## config.mk

```make
export PLATFORM = sky130hd
export DESIGN_NAME = irs3_serial_dac_rx_flat
export DESIGN_NICKNAME = d
export VERILOG_FILES = /design/src/rtl/irs3_serial_pkg.sv /design/src/rtl/irs3_serial_dac_rx_if.sv /design/src/rtl/irs3_pin_sync.sv /design/src/rtl/irs3_serial_dac_rx.sv /design/src/flat_wrapper.sv
export SDC_FILE = /design/constraint.sdc
export NUM_CORES = 1
export LEC_CHECK = 0
export BUFFER_PORTS_ARGS = -buffer_cell sky130_fd_sc_hd__clkbuf_2
export CORE_MARGIN = 2
export CORE_UTILIZATION = 40
export CTS_CLUSTER_DIAMETER = 40
export CTS_CLUSTER_SIZE = 30
export DETAILED_ROUTE_END_ITERATION = 8
export PLACE_DENSITY = 0.6
export SLEW_MARGIN = 15
export SYNTH_ARGS = -nofsm -noshare
export SYNTH_HDL_FRONTEND = slang
export SYNTH_SLANG_ARGS = --single-unit
```

## constraint.sdc

```tcl
create_clock -name clk_i -period 1.6 [get_ports clk_i]
set_clock_uncertainty 0.1 [all_clocks]
set_input_delay 0.4 -clock clk_i [delete_from_list [all_inputs] [get_ports clk_i]]
set_output_delay 0.4 -clock clk_i [all_outputs]
set_load 0.02 [all_outputs]
```

## src/rtl/irs3_serial_pkg.sv

```systemverilog
// Shared IRS3 serial DAC frame layout and register map.
// Used by both the transmitter-side DAC init and the emulator receiver so
// both ends agree on the frame: 8-bit address then 12-bit data, MSB first.
package irs3_serial_pkg;

  localparam int unsigned IRS3_ADDR_W = 8;
  localparam int unsigned IRS3_DATA_W = 12;
  localparam int unsigned IRS3_WORD_W = IRS3_ADDR_W + IRS3_DATA_W;

  // IRS3 register addresses
  localparam logic [IRS3_ADDR_W-1:0] IRS3_REG_SBBIAS = 8'h00;
  localparam logic [IRS3_ADDR_W-1:0] IRS3_REG_ISEL   = 8'h01;
  localparam logic [IRS3_ADDR_W-1:0] IRS3_REG_VDLY   = 8'h02;
  localparam logic [IRS3_ADDR_W-1:0] IRS3_REG_VADJP  = 8'h03;
  localparam logic [IRS3_ADDR_W-1:0] IRS3_REG_VADJN  = 8'h04;

  // Frame word as it appears in the shift register after a full frame
  function automatic logic [IRS3_WORD_W-1:0] irs3_pack(
    input logic [IRS3_ADDR_W-1:0] addr,
    input logic [IRS3_DATA_W-1:0] data
  );
    return {addr, data};
  endfunction

endpackage

```

## src/rtl/irs3_serial_dac_rx_if.sv

```systemverilog
// IRS3 serial DAC load bus: the five protocol pins plus the receiver's
// committed-write and status outputs.
//   master : drives SIN/SCLK/PCLK/REGCLR, observes SHOUT and write/status
//   slave  : the receiver (irs3_serial_dac_rx)
interface irs3_serial_dac_rx_if;
  import irs3_serial_pkg::*;

  logic                   irs_sin_i;
  logic                   irs_sclk_i;
  logic                   irs_pclk_i;
  logic                   irs_regclr_i;
  logic                   irs_shout_o;
  logic                   wr_o;
  logic [IRS3_ADDR_W-1:0] wr_addr_o;
  logic [IRS3_DATA_W-1:0] wr_data_o;
  logic [IRS3_DATA_W-1:0] sbbias_o;
  logic                   frame_err_o;
  logic                   busy_o;

  modport master (
    output irs_sin_i, irs_sclk_i, irs_pclk_i, irs_regclr_i,
    input  irs_shout_o, wr_o, wr_addr_o, wr_data_o, sbbias_o,
           frame_err_o, busy_o
  );

  modport slave (
    input  irs_sin_i, irs_sclk_i, irs_pclk_i, irs_regclr_i,
    output irs_shout_o, wr_o, wr_addr_o, wr_data_o, sbbias_o,
           frame_err_o, busy_o
  );
endinterface

```

## src/rtl/irs3_pin_sync.sv

```systemverilog
// 2-flop synchronizer plus a third register for rising-edge detection.
//   clk_i, rst_n_i : system clock, synchronous active-low reset
//   pin_i          : asynchronous pin
//   sync_o         : synchronized level (2 stages)
//   rise_o         : one-cycle pulse on a synchronized rising edge
module irs3_pin_sync (
  input  logic clk_i,
  input  logic rst_n_i,
  input  logic pin_i,
  output logic sync_o,
  output logic rise_o
);
  logic s1, s2, s3;

  always_ff @(posedge clk_i) begin
    if (!rst_n_i) begin
      s1 <= 1'b0;
      s2 <= 1'b0;
      s3 <= 1'b0;
    end else begin
      s1 <= pin_i;
      s2 <= s1;
      s3 <= s2;
    end
  end

  assign sync_o = s2;
  assign rise_o = s2 & ~s3;
endmodule

```

## src/rtl/irs3_serial_dac_rx.sv

```systemverilog
// IRS3 serial DAC load receiver (emulator side).
// Deserializes SIN on SCLK rising edges, commits {addr, data} on PCLK rising
// edges, drives SHOUT from shift register bit 19 and shadows SBBIAS.
//   clk_i, rst_n_i : system clock, synchronous active-low reset
//   bus (slave)    : SIN/SCLK/PCLK/REGCLR pins in; SHOUT, write strobe,
//                    address/data, sbbias shadow, sticky frame error, busy out
module irs3_serial_dac_rx
  import irs3_serial_pkg::*;
#(
  parameter logic [7:0]  SBBIAS_ADDR = IRS3_REG_SBBIAS,
  parameter int unsigned WORD_BITS   = IRS3_WORD_W
) (
  input  logic                 clk_i,
  input  logic                 rst_n_i,
  irs3_serial_dac_rx_if.slave  bus
);
  localparam logic [4:0] FULL_CNT = 5'(WORD_BITS);

  logic sin_sync, sclk_rise, pclk_rise, regclr_sync;
  logic unused_sin_rise, unused_sclk_sync, unused_pclk_sync, unused_regclr_rise;

  logic [IRS3_WORD_W-1:0] sr;
  logic [4:0]             bit_cnt;

  // SIN goes through the same depth as SCLK so the sampled bit lines up
  // with the detected SCLK edge.
  irs3_pin_sync u_sin (
    .clk_i(clk_i), .rst_n_i(rst_n_i), .pin_i(bus.irs_sin_i),
    .sync_o(sin_sync), .rise_o(unused_sin_rise)
  );
  irs3_pin_sync u_sclk (
    .clk_i(clk_i), .rst_n_i(rst_n_i), .pin_i(bus.irs_sclk_i),
    .sync_o(unused_sclk_sync), .rise_o(sclk_rise)
  );
  irs3_pin_sync u_pclk (
    .clk_i(clk_i), .rst_n_i(rst_n_i), .pin_i(bus.irs_pclk_i),
    .sync_o(unused_pclk_sync), .rise_o(pclk_rise)
  );
  irs3_pin_sync u_regclr (
    .clk_i(clk_i), .rst_n_i(rst_n_i), .pin_i(bus.irs_regclr_i),
    .sync_o(regclr_sync), .rise_o(unused_regclr_rise)
  );

  always_ff @(posedge clk_i) begin
    if (!rst_n_i) begin
      sr              <= '0;
      bit_cnt         <= '0;
      bus.irs_shout_o <= 1'b0;
      bus.wr_o        <= 1'b0;
      bus.wr_addr_o   <= '0;
      bus.wr_data_o   <= '0;
      bus.sbbias_o    <= '0;
      bus.frame_err_o <= 1'b0;
    end else begin
      bus.wr_o        <= 1'b0;
      bus.irs_shout_o <= sr[IRS3_WORD_W-1];
      if (regclr_sync) begin
        sr              <= '0;
        bit_cnt         <= '0;
        bus.sbbias_o    <= '0;
        bus.frame_err_o <= 1'b0;
      end else begin
        if (sclk_rise) begin
          sr <= {sr[IRS3_WORD_W-2:0], sin_sync};
          if (bit_cnt != 5'd31) bit_cnt <= bit_cnt + 5'd1;
        end
        // Commit reads the pre-shift sr; a coincident shift leaves one bit
        // already counted for the next frame and always flags an error.
        if (pclk_rise) begin
          bus.wr_o      <= 1'b1;
          bus.wr_addr_o <= sr[IRS3_WORD_W-1:IRS3_DATA_W];
          bus.wr_data_o <= sr[IRS3_DATA_W-1:0];
          if (sr[IRS3_WORD_W-1:IRS3_DATA_W] == SBBIAS_ADDR)
            bus.sbbias_o <= sr[IRS3_DATA_W-1:0];
          if (bit_cnt != FULL_CNT || sclk_rise)
            bus.frame_err_o <= 1'b1;
          bit_cnt <= sclk_rise ? 5'd1 : 5'd0;
        end
      end
    end
  end

  assign bus.busy_o = (bit_cnt != '0);
endmodule

```

## src/flat_wrapper.sv

```systemverilog
// flat-port wrapper written by rule: the top's interface ports become plain ports
module irs3_serial_dac_rx_flat import irs3_serial_pkg::*;
#(
  parameter logic [7:0]  SBBIAS_ADDR = IRS3_REG_SBBIAS,
  parameter int unsigned WORD_BITS   = IRS3_WORD_W
)
  (clk_i, rst_n_i, bus_irs_sin_i, bus_irs_sclk_i, bus_irs_pclk_i, bus_irs_regclr_i, bus_irs_shout_o, bus_wr_o, bus_wr_addr_o, bus_wr_data_o, bus_sbbias_o, bus_frame_err_o, bus_busy_o);
  irs3_serial_dac_rx_if bus_i ();
  input  logic clk_i;
  input  logic rst_n_i;
  input wire logic [$bits(bus_i.irs_sin_i)-1:0] bus_irs_sin_i;
  input wire logic [$bits(bus_i.irs_sclk_i)-1:0] bus_irs_sclk_i;
  input wire logic [$bits(bus_i.irs_pclk_i)-1:0] bus_irs_pclk_i;
  input wire logic [$bits(bus_i.irs_regclr_i)-1:0] bus_irs_regclr_i;
  output wire logic [$bits(bus_i.irs_shout_o)-1:0] bus_irs_shout_o;
  output wire logic [$bits(bus_i.wr_o)-1:0] bus_wr_o;
  output wire logic [$bits(bus_i.wr_addr_o)-1:0] bus_wr_addr_o;
  output wire logic [$bits(bus_i.wr_data_o)-1:0] bus_wr_data_o;
  output wire logic [$bits(bus_i.sbbias_o)-1:0] bus_sbbias_o;
  output wire logic [$bits(bus_i.frame_err_o)-1:0] bus_frame_err_o;
  output wire logic [$bits(bus_i.busy_o)-1:0] bus_busy_o;
  assign bus_i.irs_sin_i = bus_irs_sin_i;
  assign bus_i.irs_sclk_i = bus_irs_sclk_i;
  assign bus_i.irs_pclk_i = bus_irs_pclk_i;
  assign bus_i.irs_regclr_i = bus_irs_regclr_i;
  assign bus_irs_shout_o = bus_i.irs_shout_o;
  assign bus_wr_o = bus_i.wr_o;
  assign bus_wr_addr_o = bus_i.wr_addr_o;
  assign bus_wr_data_o = bus_i.wr_data_o;
  assign bus_sbbias_o = bus_i.sbbias_o;
  assign bus_frame_err_o = bus_i.frame_err_o;
  assign bus_busy_o = bus_i.busy_o;
  irs3_serial_dac_rx #(.SBBIAS_ADDR(SBBIAS_ADDR), .WORD_BITS(WORD_BITS)) u_core (.clk_i(clk_i), .rst_n_i(rst_n_i), .bus(bus_i));
endmodule
```

==> impl_metrics.yaml, run 1 <==
logic_synthesis:
  synth_area_leader_cell: "dfxtp_1"
  synth-edff-count: 0
  synthCells: 300
  avgSynthCellArea_um2: 8.93
  synthArstFlopShare: 0
  yosysWarnings: 0
  synth_xor_area_frac: 0.00327
  netlist-cell-type-count: 31
  synth.top_cell.area_share: 0.523
  synth_adder_area_share: 0.0140
  synthSimpleGateAreaFrac: 0.231
  synthTopCellsByCount: "nand2_1, dfxtp_1, a21oi_1, a21boi_1, clkbuf_1"
  synth-seq-area-share: 0.523
  yosys-top-cells-area: "dfxtp_1, nand2_1, a21oi_1"
  muxShareOfSynthArea: 0
  synth_fp_nets: 309
  syn_area_um2: 2680
  synth-main-ff-cell: "dfxtp_1"
  synth_compound_area_frac: 0.188
  synth.most_common_cell: "nand2_1"
  yosys_register_bits: 70
  synth_top_family_by_area: "simple AND/OR/NAND/NOR gates"
floorplan:
  die_area_um2: 7370
  row_count: 29
  die_h_um: 85.9
  io_pins: 42
  core_area_um2: 6420
  start_util: 0.417
  die_w_um: 85.9
detailed_routing:
  antenna_left: 0
  wl_per_cell_um: 14.2
  viasPerCell: 5.22
  dr.first_iter.drc_count: 164
  via_count: 2291
  dr.pass1.iters: 6
  wirelength_um: 6210
  drc: 0
setup_path:
  worstSetupEndpoint: "bus_busy_o"
  worstReg2RegStart: "u_core.bit_cnt[0]"
  worstPathArrival_ns: 1.47
  r2r_end: "u_core.bit_cnt[3]"
  rrSetupSlack_ns: -0.08
  startpoint_type: "register"
  crit_fanout: 2
  end_kind: "primary output"
  critPathRequiredTime_ns: 1.10
  rr_worst_depth: 6
  crit_start: "u_core.bit_cnt[0]"
  critical_path_class: "register to primary output"
clock_tree:
  clk_path_buf_depth: 2
  hold_buffers: 0
  h-tree-depth: 3
  cts_tree: "done"
  path_clk_slew_ns: 0.08
  cts-root-buf: "clkbuf_8"
  clock_latency_ns: 0.34
  cts_sinks: 70
  cts_buffers: 9
sta:
  rsz0062_at_grt: "true"
  layout_min_cycle_time_ns: 1.97
  setup_viol: 5
  final-max-slew-violation-count: 0
  tightest_slew_ns: 0.304
  hold_ws_ns: 0.167
  max_slew_margin: 0.797
  timing.final.hold_violations: 0
  layout_setup_ws_ns: -0.368
  final.setup.tns_ns: -0.532
  finalCritPeriodShare: 1.23
  max_freq_mhz: 508
pwr:
  max-vdd-ir-drop_mv: 0.461
  cellPowerDensity_nw_per_um2: 927
  p_leak_nw: 1.26
  power.total_w: 0.00317
cells_and_area:
  fin_cells: 439
  finalNetCount: 366
  fill_cells: 592
  antenna_cells: 0
  drive_gt1_frac: 0.323
  final_util: 0.532
  syn_to_final_growth_pct: 27.5
global_routing:
  grt_pass1_wl_um: 9870
  grt.total_usage: 0.171
  grt_start_max_net_pins: 32
  grt-ovfl-total: 0
  grt_pass1_vias: 2060
  grt_antenna_before_repair: 0
run_status:
  violations: "negative setup slack"
  status: "finished with violations"
place:
  port_buffers: 41
  dp_hpwl_um: 3950
  dp.cells: 417
  routabilityCongestion: 0.751
hold_path:
  hold_path.class: "input port to register"
job:
  max_cap_viol_count: 0
through the flow:
| stage | area [µm²] | worst slack, ns |
|---|---|---|
| 2_1_floorplan | 2690 | -0.0578 |
| 5_1_grt | 3420 | -0.408 |
| 3_5_place_dp | 3060 | -0.126 |
| 3_3_place_gp | 3060 | -0.0734 |
| 4_1_cts | 3320 | -0.370 |
| 6_report | 3420 | -0.368 |
how the worst min path moves through the flow:
stage                             from                endpoint  slack [ns]  cells after the start
floorplan             u_core.u_pclk.s1    u_core.u_pclk.sync_o        0.31                      1
global placement    u_core.u_regclr.s1  u_core.u_regclr.sync_o        0.31                      1
detailed placement    u_core.u_pclk.s1    u_core.u_pclk.sync_o        0.32                      1
CTS                     bus_irs_pclk_i        u_core.u_pclk.s1        0.15                      2
global route          bus_irs_regclr_i      u_core.u_regclr.s1        0.16                      2
finish                  bus_irs_pclk_i        u_core.u_pclk.s1        0.17                      2
registers in the layout (all words and copies together), names as in the netlist, 5 cells and up:
register              cells
u_core.bit_cnt            5
u_core.bus.sbbias_o      12
u_core.bus.wr_addr_o      8
u_core.bus.wr_data_o     12
u_core.sr                20
per-layer routing:
layer | GRT usage | routed length (µm) | vias up
met5 | 0 | 0 | -
met4 | 0.0779 | 76 | 0
met3 | 0.0443 | 260 | 8
met2 | 0.277 | 2930 | 45
met1 | 0.214 | 2940 | 1100
li1 | - | - | 1138
layout make-up:
class | instances | area, µm² | area share
multi-input combinational | 207 | 1310 | 0.384
clock inverter | 6 | 37.5 | 0.0110
clock buffer | 10 | 138 | 0.0403
sequential | 70 | 1410 | 0.411
tap | 77 | 96.3 | 0.0282
inverter | 3 | 11.3 | 0.00329
timing repair buffer | 66 | 417 | 0.122
report_power, final:
part | switching (W) | total, W | internal, W
logic | 0.0000872 | 0.000144 | 0.0000563
registers | 0.00000797 | 0.00176 | 0.00176
clock network | 0.000665 | 0.00126 | 0.000599
cell families after synthesis:
| kind of cell | count (synthesis) |
|---|---|
| AO/OA/AOI/OAI | 74 |
| adder cells (fa/ha/maj) | 3 |
| buffers and inverters | 24 |
| AND/OR/NAND/NOR | 128 |
| flip-flops | 70 |
| XOR/XNOR | 1 |
worst max-delay path, cell delays in order (launching register included):
cell and delay, ns:
dfxtp_2 0.33, inv_2 0.07, ha_4 0.13, or4b_4 0.46, buf_8 0.14
layout by cell type, fill, tap and decap left out, types with 2 or more instances in the layout:
master and n:
clkbuf_2 40, nand4_1 12, o31ai_2 9, nand2_1 82, a21boi_1 20, a21oi_1 34, nor2b_1 2, o31ai_1 2
inv_2 2, clkinv_4 2, o21ai_0 2, nor2_1 3, ha_4 3, and2_1 11, buf_4 22, a21oi_2 3
dfxtp_2 4, clkbuf_8 10, nand2b_1 3, clkinv_2 4, or4_4 4, dfxtp_1 66, o31ai_4 2
timing repair:
action	CTS	global route
cloned	0	2
endpoints found under the setup margin	6	14
setup buffers	3	1
endpoints found under the hold margin	0	0
resized for setup	15	19
pin swaps	4	4
No activity file was read; power rests on OpenSTA's default activity.
==> run 2, diff against run 1 <==
--- a/config.mk
+++ b/config.mk
@@ -12,6 +12,7 @@
 export CTS_CLUSTER_SIZE = 30
 export DETAILED_ROUTE_END_ITERATION = 8
 export PLACE_DENSITY = 0.6
+export REMOVE_ABC_BUFFERS = 1
 export SLEW_MARGIN = 15
 export SYNTH_ARGS = -nofsm -noshare
 export SYNTH_HDL_FRONTEND = slang
==> run 2 against run 1 <==
The flow finishes with violations (design-rule violations, negative setup slack). Critical path depth unchanged. Via count decreased by 0.48%. Global-route usage increased by 0.68 points. Clock power increased by 28%. Total power increased by 11%. Register-to-register slack got worse by 0.15 ns. Worst setup slack got worse by 0.039 ns. Die area unchanged. Sequential power about the same. Critical path type unchanged. Critical endpoint unchanged.
==> impl_metrics.yaml, run 2 (synthesis results as in run 1) <==
sta:
  timing.final.hold_violations: 0
  final-max-slew-violation-count: 0
  finalCritPeriodShare: 1.25
  layout_min_cycle_time_ns: 2.01
  layout_setup_ws_ns: -0.406
  hold_ws_ns: 0.158
  max_slew_margin: 0.787
  rsz0062_at_grt: "true"
  max_freq_mhz: 498
  final.setup.tns_ns: -1.40
  setup_viol: 6
  tightest_slew_ns: 0.318
clock_tree:
  hold_buffers: 0
  cts_sinks: 70
  cts_tree: "done"
  clk_path_buf_depth: 2
  cts-root-buf: "clkbuf_8"
  path_clk_slew_ns: 0.07
  cts_buffers: 9
  h-tree-depth: 3
  clock_latency_ns: 0.34
place:
  port_buffers: 41
  dp_hpwl_um: 3750
  routabilityCongestion: 0.765
  dpl_worst_slack_ns: -0.213
  dp.cells: 417
pwr:
  power.total_w: 0.00352
  p_leak_nw: 1.27
  cellPowerDensity_nw_per_um2: 1020
  max-vdd-ir-drop_mv: 0.637
cells_and_area:
  fin_cells: 438
  final_common_cell: "nand2_1"
  biggestRegsByFlops: "u_core.sr: 20 flops, u_core.bus.sbbias_o: 12 flops, u_core.bus.wr_data_o: 12 flops"
  syn_to_final_growth_pct: 28.3
  regMostFlops: "u_core.sr"
  drive_gt1_frac: 0.319
  largest_reg_flops: 20
  antenna_cells: 0
  finalNetCount: 365
  final_cell_mix: "nand2_1, dfxtp_1, clkbuf_2"
setup_path:
  worstSetupPathDepth: 4
  critPathRequiredTime_ns: 1.10
  r2r_end: "u_core.bit_cnt[3]"
  crit_fanout: 2
  critical_path_class: "register to primary output"
  rrSetupSlack_ns: -0.23
  crit_start: "u_core.bit_cnt[1]"
  worstPathArrival_ns: 1.51
  cpPeakStageDelay_ns: 0.47
  crit_slowest_cell: "or4b_4"
  worstReg2RegStart: "u_core.bit_cnt[0]"
  crit_buf_inv: 2
  worstSetupEndpoint: "bus_busy_o"
  startpoint_type: "register"
  path_cells: "inv_2 > ha_4 > or4b_4 > buf_8"
  path_delay_family: "simple AND/OR/NAND/NOR gates"
  end_kind: "primary output"
  rr_worst_depth: 7
global_routing:
  grt_pass1_vias: 2185
  grt.total_usage: 0.178
  grt_antenna_before_repair: 0
  grt_pass1_wl_um: 10300
  grt_start_max_net_pins: 29
  grt-ovfl-total: 0
floorplan:
  row_count: 29
  start_util: 0.417
  die_area_um2: 7370
  io_pins: 42
  die_h_um: 85.9
  core_area_um2: 6420
  die_w_um: 85.9
detailed_routing:
  wirelength_um: 6280
  wl_per_cell_um: 14.3
  viasPerCell: 5.21
  dr.first_iter.drc_count: 112
  via_count: 2280
  drc: 3
  antenna_left: 0
  dr.pass1.iters: 8
hold_path:
  hp-start: "bus_irs_sin_i"
  hold_path.class: "input port to register"
run_status:
  status: "finished with violations"
  violations: "design-rule violations, negative setup slack"
job:
  max_cap_viol_count: 0
-- run 2: cell count changes in the layout (fill, tap and decap cells not counted), sizes merged --
cell / before / now
clkinvlp: 0 / 1
clkinv: 6 / 2
clkbuf: 50 / 51
bufinv: 0 / 2
buf: 26 / 25
-- run 2: worst min path at each step --
stage / slack (ns) / endpoint / cells after the start
after global placement: 0.31 / u_core.u_sclk.sync_o / 1
after detailed placement: 0.32 / u_core.u_regclr.sync_o / 1
final: 0.16 / u_core.u_sin.s1 / 2
after global routing: 0.15 / u_core.u_sin.s1 / 2
after floorplan: 0.31 / u_core.u_pclk.sync_o / 1
after CTS: 0.14 / u_core.u_sin.s1 / 2
-- run 2: per-layer routing --
layer,global-route usage,wire [µm],part of all wire,vias up
met4,0.0722,128,0.020,0
met5,0,0,0,-
met3,0.0568,289,0.046,12
met1,0.207,2750,0.44,1069
li1,-,-,-,1139
met2,0.303,3110,0.50,60
-- run 2: timing repair --
| action | in CTS | in global routing |
|---|---|---|
| cloned | 0 | 1 |
| buffers inserted | 2 | 2 |
| setup endpoints to repair | 6 | 10 |
| resized for setup | 15 | 14 |
| pin swaps | 3 | 8 |
-- run 2: layout make-up --
| class | instances | area (µm²) |
|---|---|---|
| multi-input combinational | 207 | 1280 |
| tap | 77 | 96.3 |
| sequential | 70 | 1400 |
| timing repair buffer | 65 | 415 |
| fill | 592 | 2980 |
| clock inverter | 5 | 81.3 |
| inverter | 3 | 11.3 |
| clock buffer | 11 | 151 |
-- run 2: where the power goes --
group	internal (W)	switching (W)	total [W]	leakage, nW
Sequential	0.00176	0.00000817	0.00176	0.567
Clock	0.000962	0.000648	0.00161	0.116
Combinational	0.0000573	0.0000895	0.000147	0.588
Total	0.00277	0.000746	0.00352	1.27
-- run 2: through the flow --
step | instance area (µm²) | utilization
3_5_place_dp | 3050 | 0.475
3_3_place_gp | 3050 | 0.475
4_1_cts | 3360 | 0.523
2_1_floorplan | 2580 | -
6_report | 3440 | 0.535
5_1_grt | 3440 | 0.535
==> run 3, diff against run 2 <==
--- a/config.mk
+++ b/config.mk
@@ -7,11 +7,11 @@
 export LEC_CHECK = 0
 export BUFFER_PORTS_ARGS = -buffer_cell sky130_fd_sc_hd__clkbuf_2
 export CORE_MARGIN = 2
-export CORE_UTILIZATION = 40
+export CORE_UTILIZATION = 50
 export CTS_CLUSTER_DIAMETER = 40
 export CTS_CLUSTER_SIZE = 30
 export DETAILED_ROUTE_END_ITERATION = 8
-export PLACE_DENSITY = 0.6
+export PLACE_DENSITY = 0.73
 export REMOVE_ABC_BUFFERS = 1
 export SLEW_MARGIN = 15
 export SYNTH_ARGS = -nofsm -noshare
==> run 3 against run 2 <==
The flow finishes with violations (negative setup slack). Largest power group unchanged. Cell area rose by 0.80%. Combinational power increased by 8%. Total power shrank 12%. Via count rose by 5.7%. Sequential power about the same. Worst setup slack improved by 0.022 ns. Final cell count did not move. Clock-buffer cell count up 2. Largest cell class unchanged. Non-clock buffer count up 7.
==> impl_metrics.yaml, run 3 (synthesis results as in run 1) <==
hold_path:
  hold_path.class: "input port to register"
  worstHoldEndpoint: "u_core.u_sclk.s1"
  min_path_cells: 2
  hp-start: "bus_irs_sclk_i"
global_routing:
  grt_pass1_wl_um: 9720
  grt_antenna_before_repair: 0
  grt.total_usage: 0.205
  grt_pass1_vias: 2115
  grt-ovfl-total: 0
  grt_start_max_net_pins: 28
detailed_routing:
  viasPerCell: 5.50
  drc: 0
  wl_per_cell_um: 15.7
  dr.pass1.iters: 4
  antenna_left: 0
  dr.first_iter.drc_count: 204
  wirelength_um: 6890
  via_count: 2411
cells_and_area:
  final_cell_mix: "nand2_1, dfxtp_1, clkbuf_2"
  final_common_cell: "nand2_1"
  finalNetCount: 373
  antenna_cells: 0
  biggestRegsByFlops: "u_core.sr: 20 flops, u_core.bus.sbbias_o: 12 flops, u_core.bus.wr_data_o: 12 flops"
  drive_gt1_frac: 0.337
  syn_to_final_growth_pct: 29.3
  largest_reg_flops: 20
  regMostFlops: "u_core.sr"
clock_tree:
  cts_tree: "done"
  cts_sinks: 70
  path_clk_slew_ns: 0.06
  clk_path_buf_depth: 2
  h-tree-depth: 3
  cts-root-buf: "clkbuf_8"
  cts_buffers: 9
  clock_latency_ns: 0.34
  hold_buffers: 0
setup_path:
  rrSetupSlack_ns: -0.20
  rr_worst_depth: 8
  end_kind: "primary output"
  worstReg2RegStart: "u_core.bit_cnt[0]"
  startpoint_type: "register"
  critPathRequiredTime_ns: 1.10
  r2r_end: "u_core.bit_cnt[4]"
  critical_path_class: "register to primary output"
  crit_fanout: 2
  worstPathArrival_ns: 1.48
floorplan:
  die_h_um: 77.2
  die_w_um: 77.2
  row_count: 26
  io_pins: 42
  die_area_um2: 5960
  core_area_um2: 5140
  start_util: 0.521
sta:
  setup_viol: 6
  tightest_slew_ns: 0.382
  rsz0062_at_grt: "true"
  final-max-slew-violation-count: 0
  layout_min_cycle_time_ns: 1.98
  final.setup.tns_ns: -1.19
  layout_setup_ws_ns: -0.384
  finalCritPeriodShare: 1.24
  max_freq_mhz: 504
  max_slew_margin: 0.745
  timing.final.hold_violations: 0
place:
  routabilityCongestion: 0.746
  dp_hpwl_um: 3900
  port_buffers: 41
pwr:
  cellPowerDensity_nw_per_um2: 889
  p_leak_nw: 1.28
  max-vdd-ir-drop_mv: 1.13
  power.total_w: 0.00308
run_status:
  status: "finished with violations"
  violations: "negative setup slack"
job:
  max_cap_viol_count: 0
run 3: layout make-up:
class	count	area, µm²
inverter	3	11.3
tap	70	87.6
clock buffer	13	139
fill	427	1670
clock inverter	2	10.0
multi-input combinational	208	1350
timing repair buffer	72	465
sequential	70	1410
run 3: worst max-delay path by stage:
stage / startpoint / endpoint / slack [ns]
6_report: u_core.bit_cnt[1] / bus_busy_o / -0.38
5_1_grt: u_core.bit_cnt[1] / bus_busy_o / -0.40
4_1_cts: u_core.bit_cnt[1] / bus_busy_o / -0.36
3_5_place_dp: u_core.bit_cnt[0] / bus_busy_o / -0.19
3_3_place_gp: u_core.bit_cnt[0] / bus_busy_o / -0.19
2_1_floorplan: u_core.u_pclk.sync_o / u_core.bus.wr_addr_o[0] / -0.29
run 3: what timing repair did:
action / CTS / global route
pin swaps: 2 / 8
setup buffers: 3 / 3
cloned: 0 / 3
gates resized for setup: 14 / 30
endpoints found under the setup margin: 6 / 8
run 3: worst max-delay path, stage by stage, from the launching register on:
cell and delay [ns]:
dfxtp_2 0.33, inv_2 0.06, ha_4 0.13, or4b_4 0.47, buf_8 0.15
run 3: metal layers:
layer | share of wire | vias to the layer above | wire length (µm) | track usage
li1 | - | 1159 | - | -
met1 | 0.43 | 1137 | 2980 | 0.258
met2 | 0.48 | 96 | 3310 | 0.328
met3 | 0.058 | 19 | 398 | 0.0447
met4 | 0.030 | 0 | 204 | 0.109
met5 | 0 | - | 0 | 0
run 3: through the flow:
| stage | hold slack [ns] | utilization | instance area [µm²] | std cells | setup slack [ns] |
|---|---|---|---|---|---|
| floorplan | 0.312 | - | 2580 | 279 | -0.286 |
| global placement | 0.313 | 0.597 | 3070 | 414 | -0.187 |
| detailed placement | 0.322 | 0.597 | 3070 | 414 | -0.194 |
| CTS | 0.160 | 0.642 | 3300 | 432 | -0.361 |
| global route | 0.173 | 0.674 | 3470 | 438 | -0.400 |
| finish | 0.165 | 0.674 | 3470 | 438 | -0.384 |
run 3: power by group:
| part | total [W] | leakage (nW) | internal [W] | switching [W] |
|---|---|---|---|---|
| Sequential | 0.00177 | 0.567 | 0.00176 | 0.00000867 |
| Combinational | 0.000159 | 0.638 | 0.0000651 | 0.0000938 |
| Clock | 0.00116 | 0.0773 | 0.000551 | 0.000607 |
| Total | 0.00308 | 1.28 | 0.00237 | 0.000709 |
